$ cat config.mk
export PLATFORM = sky130hd
export DESIGN_NAME = uart_cmd_bridge
export DESIGN_NICKNAME = d
export VERILOG_FILES = /design/src/rtl/uart_cmd_bridge.sv
export SDC_FILE = /design/constraint.sdc
export NUM_CORES = 1
export LEC_CHECK = 0
export BUFFER_PORTS_ARGS = -buffer_cell sky130_fd_sc_hd__buf_2
export CAP_MARGIN = 0
export CELL_PAD_IN_SITES_DETAIL_PLACEMENT = 0
export CELL_PAD_IN_SITES_GLOBAL_PLACEMENT = 2
export CORE_UTILIZATION = 30
export DETAILED_ROUTE_END_ITERATION = 16
export PLACE_DENSITY = 0.79
export SETUP_SLACK_MARGIN = 0.5
export SYNTH_ARGS = -nofsm -noshare
export SYNTH_HDL_FRONTEND = slang
export SYNTH_SLANG_ARGS = --single-unit
$ cat constraint.sdc
create_clock -name i_Clock -period 1.9 [get_ports i_Clock]
set_input_delay 0.38 -clock i_Clock [delete_from_list [all_inputs] [get_ports i_Clock]]
set_output_delay 0.38 -clock i_Clock [all_outputs]
set_load 0.005 [all_outputs]
$ cat src/rtl/uart_cmd_bridge.sv
// rtl/uart_cmd_bridge.sv - UART byte command parser driving single-byte bus reads/writes
// Parses 0x52/0x57 packets, performs the bus access, returns one response byte.
module uart_cmd_bridge #(
    parameter int CLKS_TIMEOUT = 65535
) (
    input  logic        i_Clock,
    input  logic        i_Rst_n,
    input  logic        i_RX_DV,
    input  logic [7:0]  i_RX_Byte,
    output logic        o_TX_DV,
    output logic [7:0]  o_TX_Byte,
    input  logic        i_TX_Active,
    output logic [15:0] o_Bus_Addr,
    output logic [7:0]  o_Bus_WData,
    output logic        o_Bus_WE,
    output logic        o_Bus_RE,
    input  logic [7:0]  i_Bus_RData,
    input  logic        i_Bus_Ack,
    output logic        o_Busy,
    output logic        o_Overrun
);

    typedef enum logic [3:0] {
        S_IDLE,
        S_ADDR_HI,
        S_ADDR_LO,
        S_WDATA,
        S_BUS,
        S_TX_SEND,
        S_TX_WAIT_HI,
        S_TX_WAIT_LO,
        S_TX_GAP
    } state_t;

    localparam logic [7:0]  OP_READ     = 8'h52;
    localparam logic [7:0]  OP_WRITE    = 8'h57;
    localparam logic [7:0]  RSP_OK      = 8'h4B;
    localparam logic [7:0]  RSP_BAD     = 8'h3F;
    localparam logic [15:0] TIMEOUT_VAL = 16'(CLKS_TIMEOUT);

    state_t      r_state;
    state_t      w_next_state;
    logic        r_is_write;
    logic [15:0] r_addr;
    logic [7:0]  r_wdata;
    logic [7:0]  r_tx_byte;
    logic [15:0] r_timeout_cnt;
    logic        r_overrun;
    logic        w_collecting;
    logic        w_timeout;
    logic        w_valid_op;
    logic        w_drop;

    always_comb begin
        w_collecting = (r_state == S_ADDR_HI) || (r_state == S_ADDR_LO) || (r_state == S_WDATA);
        w_timeout    = w_collecting && !i_RX_DV && (r_timeout_cnt == TIMEOUT_VAL);
        w_valid_op   = (i_RX_Byte == OP_READ) || (i_RX_Byte == OP_WRITE);
        // Bytes that land while the bridge is busy with an access or a response are discarded
        w_drop       = i_RX_DV && !w_collecting && (r_state != S_IDLE);
    end

    always_comb begin
        w_next_state = r_state;
        case (r_state)
            S_IDLE:       if (i_RX_DV) w_next_state = w_valid_op ? S_ADDR_HI : S_TX_SEND;
            S_ADDR_HI:    if (i_RX_DV) w_next_state = S_ADDR_LO;
                          else if (w_timeout) w_next_state = S_IDLE;
            S_ADDR_LO:    if (i_RX_DV) w_next_state = r_is_write ? S_WDATA : S_BUS;
                          else if (w_timeout) w_next_state = S_IDLE;
            S_WDATA:      if (i_RX_DV) w_next_state = S_BUS;
                          else if (w_timeout) w_next_state = S_IDLE;
            S_BUS:        if (i_Bus_Ack) w_next_state = S_TX_SEND;
            S_TX_SEND:    w_next_state = S_TX_WAIT_HI;
            S_TX_WAIT_HI: if (i_TX_Active) w_next_state = S_TX_WAIT_LO;
            S_TX_WAIT_LO: if (!i_TX_Active) w_next_state = S_TX_GAP;
            S_TX_GAP:     w_next_state = S_IDLE;
            default:      w_next_state = S_IDLE;
        endcase
    end

    always_ff @(posedge i_Clock or negedge i_Rst_n) begin
        if (!i_Rst_n) begin
            r_state       <= S_IDLE;
            r_is_write    <= 1'b0;
            r_addr        <= 16'h0000;
            r_wdata       <= 8'h00;
            r_tx_byte     <= 8'h00;
            r_timeout_cnt <= 16'h0000;
            r_overrun     <= 1'b0;
        end else begin
            r_state <= w_next_state;
            case (r_state)
                S_IDLE: if (i_RX_DV) begin
                    r_is_write <= (i_RX_Byte == OP_WRITE);
                    if (!w_valid_op) r_tx_byte <= RSP_BAD;
                end
                S_ADDR_HI: if (i_RX_DV) r_addr[15:8] <= i_RX_Byte;
                S_ADDR_LO: if (i_RX_DV) r_addr[7:0] <= i_RX_Byte;
                S_WDATA:   if (i_RX_DV) r_wdata <= i_RX_Byte;
                S_BUS:     if (i_Bus_Ack) r_tx_byte <= r_is_write ? RSP_OK : i_Bus_RData;
                default:   ;
            endcase
            if (w_collecting && !i_RX_DV && !w_timeout)
                r_timeout_cnt <= r_timeout_cnt + 16'd1;
            else
                r_timeout_cnt <= 16'h0000;
            if (w_drop) r_overrun <= 1'b1;
        end
    end

    // Requests and the DV pulse decode straight from state so reset drops them immediately
    assign o_Bus_WE    = (r_state == S_BUS) && r_is_write;
    assign o_Bus_RE    = (r_state == S_BUS) && !r_is_write;
    assign o_TX_DV     = (r_state == S_TX_SEND);
    assign o_Busy      = (r_state != S_IDLE);
    assign o_TX_Byte   = r_tx_byte;
    assign o_Bus_Addr  = r_addr;
    assign o_Bus_WData = r_wdata;
    assign o_Overrun   = r_overrun;

endmodule

# Yosys cells after proc, flatten, opt, wreduce, memory -nomap -nowiden
# Index checks and enable logic that the tools add are counted.
dict set report totals {
  reg_bits 54
  in_bits 21
  output_inout_bits 37
  wordCells 64
}
dict set report classes {
  addsub 1
  n_eq_ne 15
  muxes 17
  reduce_logical 23
}
# op count
set ops {}
lappend ops {{$mux 4} 8}
lappend ops {{$mux 8} 4}
lappend ops {{$pmux 4 s8} 1}
lappend ops {{$add 16x1->16 const B} 1}
lappend ops {{$eq 16x16->1 const B} 1}
lappend ops {{$eq 4x3->1 const B} 4}
lappend ops {{$eq 8x7->1 const B} 2}
lappend ops {{$mux 16} 1}
lappend ops {{$pmux 8 s2} 1}
lappend ops {{$ne 2x2->1 const B} 5}
lappend ops {{$eq 4x2->1 const B} 2}
lappend ops {{$reduce_and 2->1} 4}
lappend ops {{$reduce_and 4->1} 2}
lappend ops {{$logic_and 1x1->1} 7}
lappend ops {{$mux 3} 2}
lappend ops {{$eq 4x1->1 const B} 1}
lappend ops {{$logic_not 1->1} 4}
lappend ops {{$logic_not 4->1} 1}
lappend ops {{$reduce_bool 4->1} 1}
lappend ops {{$logic_or 1x1->1} 3}
lappend ops {{$reduce_bool 2->1} 1}

# Longest topological paths before layout
dict set report logic_depth {
  word_depth 8
  depth_mapped 6
  depth_no_buf 5
}

# Least setup slack after synthesis
# Ideal clock, no wire load.
dict set report synth_timing {
  kind {register -> register}
  start {reg r_state[2]}
  end {reg r_addr[0], in the netlist o_Bus_Addr[0]}
  setup_ns 0.125
  arrival_ns 1.434
  required_ns 1.775
  slack_ns 0.341
  path_stages_with_launch 6
  n_path_buf 1
  period_less_slack_ns 1.559
  cell_sequence {dfrtp_1 -> buf_2 -> nor2_2 -> nand3_1 -> nor2_2 -> mux2_2}
}
dict set report synth_via {
  elab_chain_len 2
}
# element line_no
set synth_lines {}
lappend synth_lines {{from (decl)} 41} ;# state_t r_state;
lappend synth_lines {{from (signal assigned)} 91} ;# r_state <= w_next_state;
lappend synth_lines {{$eq 4x2->1} 92} ;# case (r_state)
lappend synth_lines {{$reduce_and 2->1 (no line)} n/a}
lappend synth_lines {{to (signal assigned)} 98} ;# S_ADDR_LO: if (i_RX_DV) r_addr[7:0] <= i_RX_Byte;
lappend synth_lines {{to (decl)} 44} ;# logic [15:0] r_addr;
# Every way passes these cells.
# A chain may end at the register's enable or synchronous reset.

# Worst setup path after layout
dict set report layout_timing {
  start {reg r_state[0]}
  end {out o_Bus_RE}
}
dict set report layout_via {
  elab_chain_len 2
}
# element line_no
set layout_lines {}
lappend layout_lines {{$eq 4x3->1} 113} ;# assign o_Bus_RE = (r_state == S_BUS) && !r_is_write;
lappend layout_lines {{$logic_and 1x1->1} 113}
lappend layout_lines {{to (decl)} 16} ;# output logic o_Bus_RE,
# Every way passes these cells.

==> impl_metrics.env <==
export IMPL_start_util=0.3141
export IMPL_avgRoutedWirePerCell_um=14.89
export IMPL_die_area_um2=8540
export IMPL_htree_levels=2
export IMPL_cp_start_kind="flip-flop"
export IMPL_layout_common_cells="57 x buf_2, 49 x dfrtp_1, 30 x buf_4"
export IMPL_p_total_uw=4575
export IMPL_cp_slowest_cell="dfrtp_2"
export IMPL_regToRegStartpoint="r_state[3]"
export IMPL_finalCriticalPeriod_ns=1.653
export IMPL_slowest_delay_ns=0.46
export IMPL_drc_errors=0
export IMPL_synth_avg_cell_area_um2=11.79
export IMPL_finalSetupViolCount=0
export IMPL_dr_first_iter_drc_count=35
export IMPL_insertion_delay_ns=0.31
export IMPL_area_growth_pct=46.94
export IMPL_cts_buffers=5
export IMPL_port_buffers=57
export IMPL_tightest_slew_ns=0.3582
export IMPL_cp_cell_sequence="nor2_4 -> buf_6 -> nand2_2 -> nor2_1 -> buf_2"
export IMPL_grt_max_degree=29
export IMPL_viasPerCell=4.806
export IMPL_synthCells=208
export IMPL_place_ws_ns=0.1063
export IMPL_finClkSkew_ns=0.01162
export IMPL_layout_commonest_cell="buf_2"
export IMPL_fin_tns_setup_ns=0
export IMPL_multi_input_area_um2=1285
export IMPL_crit_type="flip-flop to primary output"
export IMPL_place_hpwl_mm=3.906
export IMPL_yosysTopAreaCell="dfrtp_1"
export IMPL_gp_congestion=0.7641
export IMPL_layout_setup_ws_ns=0.2469
export IMPL_p_per_area_nw_per_um2=1270
export IMPL_syn_num_nets=230
export IMPL_grt_pass1_vias=1972
export IMPL_root_buffer="clkbuf_8"
export IMPL_whs_path_depth=2
export IMPL_netlist_area_um2=2452
export IMPL_ir_drop_uv=580.1
export IMPL_r2r_end="o_Bus_Addr[7]"
export IMPL_antenna_found_initial=0
export IMPL_rrSetupSlack_ns=0.30
export IMPL_drive_gt1_frac=0.5723
export IMPL_r2r_cells=7
export IMPL_cts_path_max_buffers=2
export IMPL_final_area_um2=3603
export IMPL_netlist_top_cells_area="dfrtp_1 55%, mux2_2 11%, xnor2_1 4.3%"
export IMPL_postRouteWirelength_mm=6.151
export IMPL_hold_path_startpoint="i_Bus_RData[7]"
export IMPL_critPathMaxFanout=5
export IMPL_min_to="o_TX_Byte[7]"
export IMPL_grtUsageTotal=0.1447
export IMPL_synth_top_area_frac=0.5510
export IMPL_synth_distinct_cells=44
export IMPL_tritoncts="built"
export IMPL_async_flop_share=1.000
export IMPL_cts_sinks=54
export IMPL_vias=1985
export IMPL_p_leak_uw=0.001572
export IMPL_min_period_over_period=0.8701
export IMPL_fp_dieH_um=92.41
export IMPL_overflow=0
export IMPL_synth_enable_flop_cells=0
export IMPL_rsz0062_at_grt="yes"
export IMPL_num_fill_cells=750
export IMPL_io_pins=58
export IMPL_hold_violations=0
export IMPL_grt_pass1_wl_mm=9.756
export IMPL_clock_fmax_ghz=0.6049
export IMPL_required_ns=1.52
export IMPL_synth_seq_cells=54
export IMPL_synth_main_ff_cell="dfrtp_1"
export IMPL_register_area_um2=1358
export IMPL_relSlewSlack=0.7612
export IMPL_synth_seq_area_share=0.5510
export IMPL_nets=332
export IMPL_placed_area_um2=2955
export IMPL_path_clk_slew_ns=0.10
export IMPL_ant_nets=0
export IMPL_core_um2=7807
export IMPL_drv_cap=0
export IMPL_hold_path_class="input port to flip-flop"
export IMPL_cp_end_kind="primary output"
export IMPL_drt_pass1_iterations=4
export IMPL_rows=32
export IMPL_ys_warn_count=0
export IMPL_status="finished clean"
export IMPL_slew_viol_final=0
export IMPL_cp_arrival_ns=1.27
export IMPL_die_w_um=92.41
export IMPL_diodes=0
-- critical path, delay by kind of cell (launching register included) --
kind	cells	cell delay, ns
simple gates	3	0.26
buf+inv	2	0.24
flops	1	0.46
-- cells in the mapped netlist (2+ instances only) --
library cell and instances:
inv_1 7, o22a_1 3, o32a_1 3, nor4_1 4, o21ai_0 5, dfrtp_1 54
nor3_1 7, and3_1 2, nor2b_1 4, nand2_1 6, mux2_2 25, nand2b_1 3
nor3b_1 2, xnor2_1 12, nand4_1 2, nor2_1 23, a21oi_1 2, clkbuf_1 3
nand3_1 8, or4_1 3, o2bb2ai_1 2, nor2_2 4, nand3b_1 2, xor2_1 2
-- final cells by class --
class                      instances  area share
inverter                           8     0.01215
timing repair buffer             100      0.1868
clock buffer                       5     0.01910
tap                              102     0.03542
clock inverter                     3     0.01319
sequential                        54      0.3767
multi-input combinational        141      0.3566
-- routing by layer --
metal,part of all wire,routed length (µm),global-route usage,vias up
li1,-,-,-,944
met1,0.47,2905,0.2002,993
met3,0.038,234,0.02874,6
met4,0.013,80,0.04688,0
met5,0,0,0,-
met2,0.48,2932,0.2265,42
-- metrics by stage --
| stage | std cells | utilization | hold WS, ns |
|---|---|---|---|
| 2_1_floorplan | 208 | - | 0.08441 |
| 3_3_place_gp | 369 | 0.3785 | 0.3090 |
| 3_5_place_dp | 369 | 0.3785 | 0.3157 |
| 4_1_cts | 404 | 0.4338 | 0.2624 |
| 5_1_grt | 413 | 0.4615 | 0.2726 |
| 6_report | 413 | 0.4615 | 0.2794 |
-- where the power goes --
group          switching, µW  leakage [µW]  internal (µW)
Sequential               225      0.000666           1520
Combinational            861      0.000848           1170
Clock                    399     0.0000587            400
Total                   1480       0.00157           3090
-- state kept, by name (all words and copies together) (netlist names) --
name	flops
o_Bus_Addr	16
r_timeout_cnt	16
o_Bus_WData	8
o_TX_Byte	8
r_state	4
o_Overrun	1
r_is_write	1
-- kinds of logic (layout without fill, tap and decap cells) --
logic type | Yosys count | in the layout | synth area share
adder cells (fa/ha/maj) | 1 | 1 | 0.005101
flip-flops | 54 | 54 | 0.5510
AND/OR/NAND/NOR | 77 | 77 | 0.1770
buffers and inverters | 14 | 116 | 0.03214
AO/OA/AOI/OAI | 22 | 23 | 0.06582
XOR/XNOR | 14 | 14 | 0.05000
multiplexers | 26 | 26 | 0.1189
-- repair_timing --
item,in CTS,in global routing
endpoints found under the setup margin,54,55
hold buffers,1,0
gates cloned,1,0
gates resized for setup,25,39
hold endpoints to repair,13,0
pin swaps,16,11
setup buffers,25,9
-- worst max-delay path by stage --
| stage | start | end | depth (start not counted) |
|---|---|---|---|
| after floorplan | r_timeout_cnt[13] | r_timeout_cnt[14] | 4 |
| after global placement | r_state[2] | o_TX_Byte[0] | 3 |
| after detailed placement | r_state[2] | o_TX_Byte[3] | 3 |
| after CTS | r_state[0] | o_Bus_RE | 5 |
| after global routing | r_state[1] | o_Bus_RE | 5 |
| final | r_state[0] | o_Bus_RE | 5 |
No activity file was read; power rests on OpenSTA's default activity.
